==> src/rtl/alu_sequencer.sv <==
// Sequences an 8-bit AND/OR/ADD/ADD-INV request through an external 4-bit ALU, low nibble then high nibble,
// with a carry-fix pass on the high nibble. Define ALU_SEQ_ZERO_FLAG_EN to add the rsp_zero output.
module alu_sequencer (
  input  logic       clk,
  input  logic       rst,
  input  logic       req_valid,
  output logic       req_ready,
  input  logic [7:0] req_a,
  input  logic [7:0] req_b,
  input  logic [1:0] req_op,
  output logic [3:0] alu_a,
  output logic [3:0] alu_b,
  output logic [1:0] alu_op,
  input  logic [3:0] alu_out,
  input  logic       alu_carry,
  output logic       rsp_valid,
  input  logic       rsp_ready,
  output logic [7:0] rsp_result,
  output logic       rsp_carry,
`ifdef ALU_SEQ_ZERO_FLAG_EN
  output logic       rsp_zero,
`endif
  output logic       busy
);

  typedef enum logic [2:0] {
    S_IDLE = 3'd0,
    S_LO   = 3'd1,
    S_HI   = 3'd2,
    S_FIX  = 3'd3,
    S_DONE = 3'd4
  } state_t;

  state_t     r_state;
  logic [3:0] r_a_hi;
  logic [3:0] r_b_hi;
  logic       r_arith;
  logic [7:0] r_res;
  logic       r_c_lo;
  logic       r_c_hi;
  logic [3:0] r_alu_a;
  logic [3:0] r_alu_b;
  logic [1:0] r_alu_op;
  logic       r_req_ready;
  logic       r_busy;
  logic       r_rsp_valid;
  logic       r_rsp_carry;
`ifdef ALU_SEQ_ZERO_FLAG_EN
  logic       r_rsp_zero;
`endif

  logic       w_fix_carry;
  assign w_fix_carry = r_c_hi | alu_carry;

  // Sequencer FSM; every output is a register updated alongside the state.
  always_ff @(posedge clk or posedge rst) begin
    if (rst) begin
      r_state     <= S_IDLE;
      r_a_hi      <= 4'd0;
      r_b_hi      <= 4'd0;
      r_arith     <= 1'b0;
      r_res       <= 8'd0;
      r_c_lo      <= 1'b0;
      r_c_hi      <= 1'b0;
      r_alu_a     <= 4'd0;
      r_alu_b     <= 4'd0;
      r_alu_op    <= 2'd0;
      r_req_ready <= 1'b1;
      r_busy      <= 1'b0;
      r_rsp_valid <= 1'b0;
      r_rsp_carry <= 1'b0;
`ifdef ALU_SEQ_ZERO_FLAG_EN
      r_rsp_zero  <= 1'b0;
`endif
    end else begin
      case (r_state)
        S_IDLE: begin
          if (req_valid) begin
            r_a_hi      <= req_a[7:4];
            r_b_hi      <= req_b[7:4];
            r_arith     <= req_op[1];
            r_alu_a     <= req_a[3:0];
            r_alu_b     <= req_b[3:0];
            r_alu_op    <= req_op;
            r_req_ready <= 1'b0;
            r_busy      <= 1'b1;
            r_state     <= S_LO;
          end else begin
            r_state <= S_IDLE;
          end
        end
        S_LO: begin
          r_res[3:0] <= alu_out;
          r_c_lo     <= alu_carry;
          r_alu_a    <= r_a_hi;
          r_alu_b    <= r_b_hi;
          r_state    <= S_HI;
        end
        S_HI: begin
          r_res[7:4] <= alu_out;
          r_c_hi     <= alu_carry;
          // A low-nibble carry on an add op still has to be folded into the high nibble.
          if (r_arith && r_c_lo) begin
            r_alu_a  <= alu_out;
            r_alu_b  <= 4'b0001;
            r_alu_op <= 2'b10;
            r_state  <= S_FIX;
          end else begin
            r_alu_a     <= 4'd0;
            r_alu_b     <= 4'd0;
            r_alu_op    <= 2'd0;
            r_rsp_valid <= 1'b1;
            r_rsp_carry <= r_arith & alu_carry;
`ifdef ALU_SEQ_ZERO_FLAG_EN
            r_rsp_zero  <= ({alu_out, r_res[3:0]} == 8'h00);
`endif
            r_state     <= S_DONE;
          end
        end
        S_FIX: begin
          r_res[7:4]  <= alu_out;
          r_c_hi      <= w_fix_carry;
          r_alu_a     <= 4'd0;
          r_alu_b     <= 4'd0;
          r_alu_op    <= 2'd0;
          r_rsp_valid <= 1'b1;
          r_rsp_carry <= r_arith & w_fix_carry;
`ifdef ALU_SEQ_ZERO_FLAG_EN
          r_rsp_zero  <= ({alu_out, r_res[3:0]} == 8'h00);
`endif
          r_state     <= S_DONE;
        end
        S_DONE: begin
          if (rsp_ready) begin
            r_res       <= 8'd0;
            r_c_lo      <= 1'b0;
            r_c_hi      <= 1'b0;
            r_rsp_valid <= 1'b0;
            r_rsp_carry <= 1'b0;
`ifdef ALU_SEQ_ZERO_FLAG_EN
            r_rsp_zero  <= 1'b0;
`endif
            r_req_ready <= 1'b1;
            r_busy      <= 1'b0;
            r_state     <= S_IDLE;
          end else begin
            r_state <= S_DONE;
          end
        end
        default: begin
          r_state     <= S_IDLE;
          r_res       <= 8'd0;
          r_alu_a     <= 4'd0;
          r_alu_b     <= 4'd0;
          r_alu_op    <= 2'd0;
          r_rsp_valid <= 1'b0;
          r_rsp_carry <= 1'b0;
`ifdef ALU_SEQ_ZERO_FLAG_EN
          r_rsp_zero  <= 1'b0;
`endif
          r_req_ready <= 1'b1;
          r_busy      <= 1'b0;
        end
      endcase
    end
  end

  assign req_ready  = r_req_ready;
  assign alu_a      = r_alu_a;
  assign alu_b      = r_alu_b;
  assign alu_op     = r_alu_op;
  assign rsp_valid  = r_rsp_valid;
  assign rsp_result = r_res;
  assign rsp_carry  = r_rsp_carry;
  assign busy       = r_busy;
`ifdef ALU_SEQ_ZERO_FLAG_EN
  assign rsp_zero   = r_rsp_zero;
`endif

endmodule

==> config.mk <==
export PLATFORM = sky130hd
export DESIGN_NAME = alu_sequencer
export DESIGN_NICKNAME = d
export VERILOG_FILES = /design/src/rtl/alu_sequencer.sv
export SDC_FILE = /design/constraint.sdc
export NUM_CORES = 1
export LEC_CHECK = 0
export CAP_MARGIN = 10
export CORE_MARGIN = 8
export CORE_UTILIZATION = 50
export CTS_CLUSTER_DIAMETER = 80
export DETAILED_ROUTE_END_ITERATION = 8
export GPL_TIMING_DRIVEN = 0
export MAX_ROUTING_LAYER = met4
export PLACE_DENSITY = 0.89
export SLEW_MARGIN = 15
export SYNTH_ARGS = -nofsm -noshare
export SYNTH_HDL_FRONTEND = slang
export SYNTH_SLANG_ARGS = --single-unit
==> constraint.sdc <==
create_clock -name clk -period 3.6 [get_ports clk]
set_clock_uncertainty 0.2 [all_clocks]
set_input_delay 0.54 -clock clk [delete_from_list [all_inputs] [get_ports clk]]
set_output_delay 0.54 -clock clk [all_outputs]
set_load 0.01 [all_outputs]
After elaboration in Yosys (flattened, before gate mapping)
Cells that the tools add are included.
{"block": "op_classes", "eq_ne": 7, "muxes": 28, "n_bitwise": 8, "n_reduce_logical": 18}
{"op": "4-bit one-hot mux with 4 select lines", "n": 2}
{"op": "4-bit one-hot mux with 3 select lines", "n": 2}
{"op": "3-bit one-hot mux with 5 select lines", "n": 1}
{"op": "2-bit AND reduction", "n": 7}
{"op": "4-bit 2-to-1 mux", "n": 3}
{"op": "1-bit one-hot mux with 3 select lines", "n": 3}
{"op": "1-bit 2-to-1 mux", "n": 8}
{"op": "8-bit 2-to-1 mux", "n": 1}
{"op": "1-bit one-hot mux with 4 select lines", "n": 2}
{"op": "3-bit by 2-bit equality test with 1-bit output, second input constant", "n": 2}
{"op": "3-bit 2-to-1 mux", "n": 2}
{"op": "2-bit != test, second input constant", "n": 3}
{"op": "2-bit one-hot mux with 3 select lines", "n": 1}
{"op": "3-bit AND reduction", "n": 2}
{"op": "2-bit OR reduction", "n": 3}
{"op": "3-bit OR reduction", "n": 2}
{"op": "1-bit NOT", "n": 5}
{"op": "2-bit 2-to-1 mux", "n": 2}
{"op": "3-bit by 1-bit equality test with 1-bit output, second input constant", "n": 1}
{"op": "3-bit equality test, second input constant", "n": 1}
{"op": "3-bit zero test", "n": 1}
{"op": "3-bit nonzero test", "n": 1}
{"op": "1-bit bitwise AND", "n": 2}
{"op": "1-bit one-hot mux with 2 select lines", "n": 1}
{"op": "3 further kinds", "n": 3}
{"block": "totals", "regBits": 36, "inputBits": 27, "word_cells": 76}

Depth between registers and ports, before layout
{"block": "depth", "word_depth": 4, "depth_mapped": 5}

Worst setup path before layout
No wires, ideal clock.
{"block": "synth_timing", "kind": "register to register", "start": "reg r_state[0]", "end": "reg r_a_hi[0]", "setup_ps": 128, "arrival_ps": 1256, "required_ps": 3272, "path_slack_ps": 2017, "stages_incl_launch_ff": 6, "n_path_buf": 2, "path_cell_list": "dfrtp_1 buf_2 nor2_2 and3_1 buf_4 mux2_1"}
{"block": "synth_via", "elab_chain_len": 2}
{"element": "start, declared", "line_no": "34", "rtl": "state_t r_state;"}
{"element": "start signal, assigned", "line_no": "58", "rtl": "r_state <= S_IDLE;"}
{"element": "start signal, assigned", "line_no": "87", "rtl": "r_state <= S_LO;"}
{"element": "start signal, assigned", "line_no": "89", "rtl": "r_state <= S_IDLE;"}
{"element": "3-bit zero test", "line_no": "76", "rtl": "case (r_state)"}
{"element": "2-bit AND reduction (no source line)"}
{"element": "end signal, assigned", "line_no": "79", "rtl": "r_a_hi <= req_a[7:4];"}
{"element": "end, declared", "line_no": "35", "rtl": "logic [3:0] r_a_hi;"}
Every way passes these cells.
A chain may end at the register's enable or synchronous reset.

Worst setup path in the final report
{"block": "layout_timing", "start": "reg r_req_ready, in the netlist req_ready", "end": "out req_ready"}
{"element": "start, declared", "line_no": "44", "rtl": "logic r_req_ready;"}
{"element": "start signal, assigned", "line_no": "68", "rtl": "r_req_ready <= 1'b1;"}
{"element": "start signal, assigned", "line_no": "85", "rtl": "r_req_ready <= 1'b0;"}
{"element": "start signal, assigned", "line_no": "143", "rtl": "r_req_ready <= 1'b1;"}
{"element": "end, declared", "line_no": "7", "rtl": "output logic req_ready,"}
No word-level cell between the ends.

==> impl_metrics.csv <==
group,metric,value,unit
critical_path,crit_arrival,1420,ps
route,viasPerCell,5.72,
die,die_h,73.5,um
global_route,grt_start_max_net_pins,37,
cells_and_area,fill_cells,262,
yosys,synth_area_per_cell,11.7,sq um
yosys,synth_fa_ha_area_frac,0,
die,rows,21,
cells_and_area,diodes,0,
clock_tree,clock_sinks,36,
yosys,synthesis.nets,168,
timing,min_period,2160,ps
flow_run,max_cap_viol_count,0,
route,num_vias,1390,
clock_tree,cts-resized-gates,0,
timing,hold_violations,0,
timing,worst_pin_slew,740,ps
critical_path,path_cells,"clkdlybuf4s50_1",
die,pin_count,49,
die,die_w,73.5,um
yosys,synth_cell_types,39,
route,drt_iter0_markers,95,
timing,period_share,0.600,
yosys,synthSimpleGateAreaFrac,0.128,
critical_path,regToRegEndpoint,"r_b_hi[0]$_DFFE_PP0P_",
timing,drv_slew,0,
yosys,synthTopCellsByCount,"dfrtp_1, mux2_1, a22o_1",
placed_design,dp_cells,235,
critical_path,regToRegSetupSlack,1870,ps
power,finalPower,1.85,mW
critical_path,startpoint,"req_ready$_DFFE_PP1P_",
power,power_density,819,nW/um^2
yosys,synthMuxAreaShare,0.0811,
timing,setup_viol_count_final,0,
placed_design,place_ws,1410,ps
yosys,yosysWarnings,0,
clock_tree,post_cts_buffers,0,
yosys,synthTopCellsByArea,"dfrtp_1, mux2_1, a22o_1, nand3b_1, a221o_1",
critical_path,required,2860,ps
global_route,antenna_found_initial,0,
critical_path,cpLargestDelayFamily,"flip-flops",
clock_tree,htreeDepth,2,
yosys,synth_most_common_cell,"dfrtp_1",
yosys,synth-compound-area-share,0.206,
cells_and_area,area.growth.synth_to_final,36.7,%
critical_path,cp.buffers_inverters,1,
placed_design,io_buffers,48,
route,post_drt_wl_per_cell,18.5,um
critical_path,crit_path_end_kind,"output port",
cells_and_area,fin_nets,223,
worst_hold_path,hp-class,"flop to flop",
clock_tree,hold_buffers,0,
timing,slew_headroom,0.506,
clock_tree,path_clk_slew,100,ps
cells_and_area,stdcell_count,243,
timing,fin_setup_tns,0,ps
critical_path,critPathMaxFanout,3,
die,die_area,5400,sq um
clock_tree,cts_made_buffers,5,
placed_design,place_congestion,0.891,
power,ir_drop,0.000375,V
timing,max_freq,463,MHz
die,initial_utilization,0.507,
placed_design,dp_hpwl,3370,um
power,p_leak,0.963,nW
yosys,async_flop_share,1.00,
route,drt_pass1_iterations,4,
timing,fin_ws,1440,ps
yosys,synth_top_family_by_area,"compound AO/OA/AOI/OAI gates",
yosys,synth-main-ff-cell,"dfrtp_1",
route,routed_wl,4490,um
global_route,grt_pass1_wl,7310,um
die,core_area,3260,sq um
yosys,syn_inst,141,
global_route,grt_pass1_vias,1432,
clock_tree,clkLatencyLatePin,340,ps
clock_tree,cts_buffer_depth,2,
route,drc,0,
timing,holdWs,301,ps
global_route,grt_overflow,0,
critical_path,critPathMaxStageDelay,550,ps
yosys,yosys.area.top_type,"dfrtp_1",
route,postRouteAntennaNets,0,
clock_tree,cts_tree,"yes",
timing,grt_setup_unrepaired,"no",
critical_path,r2r-start,"r_state[0]$_DFF_PP0_",
global_route,track_usage,0.187,
yosys,syn-cell-area,1650,sq um
critical_path,cp.depth,1,
clock_tree,cts_root_buffer,"clkbuf_4",
critical_path,crit_path_end,"req_ready",
yosys,synth_xor_area_frac,0,
yosys,ys_seq_area_frac,0.546,
outcome,status,"completed",
yosys,yosys.area.top_type_share,0.530,
yosys,synth_edf_count,0,
critical_path,cp-start-kind,"flop",
critical_path,cpMaxStageDelayCell,"dfstp_2",
critical_path,critPathKind,"flop to output port",
cells_and_area,drive_above_1_share,0.112,
yosys,synth-seq-cells,36,
critical_path,r2r_cells,5,
## cells by family (layout without fill, tap and decap cells)
| kind of cell | after synthesis | count (layout) |
|---|---|---|
| AOI/OAI and AO/OA | 43 | 43 |
| muxes | 12 | 12 |
| buffers and inverters | 14 | 70 |
| DFF | 36 | 36 |
| and+or+nand+nor | 36 | 36 |
## state kept, by name (all words and copies together) (netlist names)
signal / count
req_ready: 1
rsp_valid: 1
rsp_result: 8
busy: 1
r_c_lo: 1
r_a_hi: 4
r_c_hi: 1
alu_op: 2
rsp_carry: 1
r_b_hi: 4
alu_b: 4
alu_a: 4
r_arith: 1
r_state: 3
## through the flow
step	utilization	instance area, sq um
global placement	0.672	2190
finish	0.693	2260
detailed placement	0.672	2190
floorplan	-	1650
global route	0.693	2260
CTS	0.693	2260
## worst min-delay path by stage
stage,from,to,slack [ps],cells after the start
after detailed placement,r_b_hi[3]$_DFFE_PP0P_,r_b_hi[3]$_DFFE_PP0P_,280,1
after CTS,r_b_hi[2]$_DFFE_PP0P_,r_b_hi[2]$_DFFE_PP0P_,310,1
after global routing,r_a_hi[3]$_DFFE_PP0P_,r_a_hi[3]$_DFFE_PP0P_,330,1
after floorplan,r_b_hi[0]$_DFFE_PP0P_,r_b_hi[0]$_DFFE_PP0P_,260,1
final,rsp_valid$_DFFE_PP0P_,rsp_valid$_DFFE_PP0P_,300,1
after global placement,r_a_hi[3]$_DFFE_PP0P_,r_a_hi[3]$_DFFE_PP0P_,270,1
## layout make-up
cell class | instances | area, sq um | area share
multi-input combinational | 91 | 686 | 0.304
inverter | 5 | 18.8 | 0.00831
buffer | 9 | 45.0 | 0.0199
clock buffer | 8 | 68.8 | 0.0305
sequential | 36 | 902 | 0.399
timing repair buffer | 48 | 480 | 0.213
tap | 46 | 57.6 | 0.0255
## layout by cell type (no fill, tap or decap), types with 3 or more instances in the layout
cell / instances
clkdlybuf4s50_1: 48
a211oi_1: 3
a21oi_1: 7
a221o_1: 4
clkbuf_4: 5
nor2b_1: 3
o22ai_1: 4
buf_2: 6
nand2_1: 7
dfrtp_1: 35
nor2_1: 4
a22o_1: 10
nand3b_1: 7
mux2_1: 11
inv_1: 4
clkbuf_1: 3
## power breakdown
| part | switching (mW) | internal, mW |
|---|---|---|
| Sequential | 0.112 | 0.588 |
| Combinational | 0.427 | 0.477 |
| Clock | 0.130 | 0.115 |
| Total | 0.669 | 1.18 |
## layer usage
metal | GRT usage | share of wire | vias up
met5 | - | 0 | -
met4 | 0.0909 | 0.031 | 0
met3 | 0.0587 | 0.073 | 10
met2 | 0.282 | 0.48 | 65
met1 | 0.220 | 0.42 | 681
li1 | - | - | 634
(Power assumes the default switching activity.)
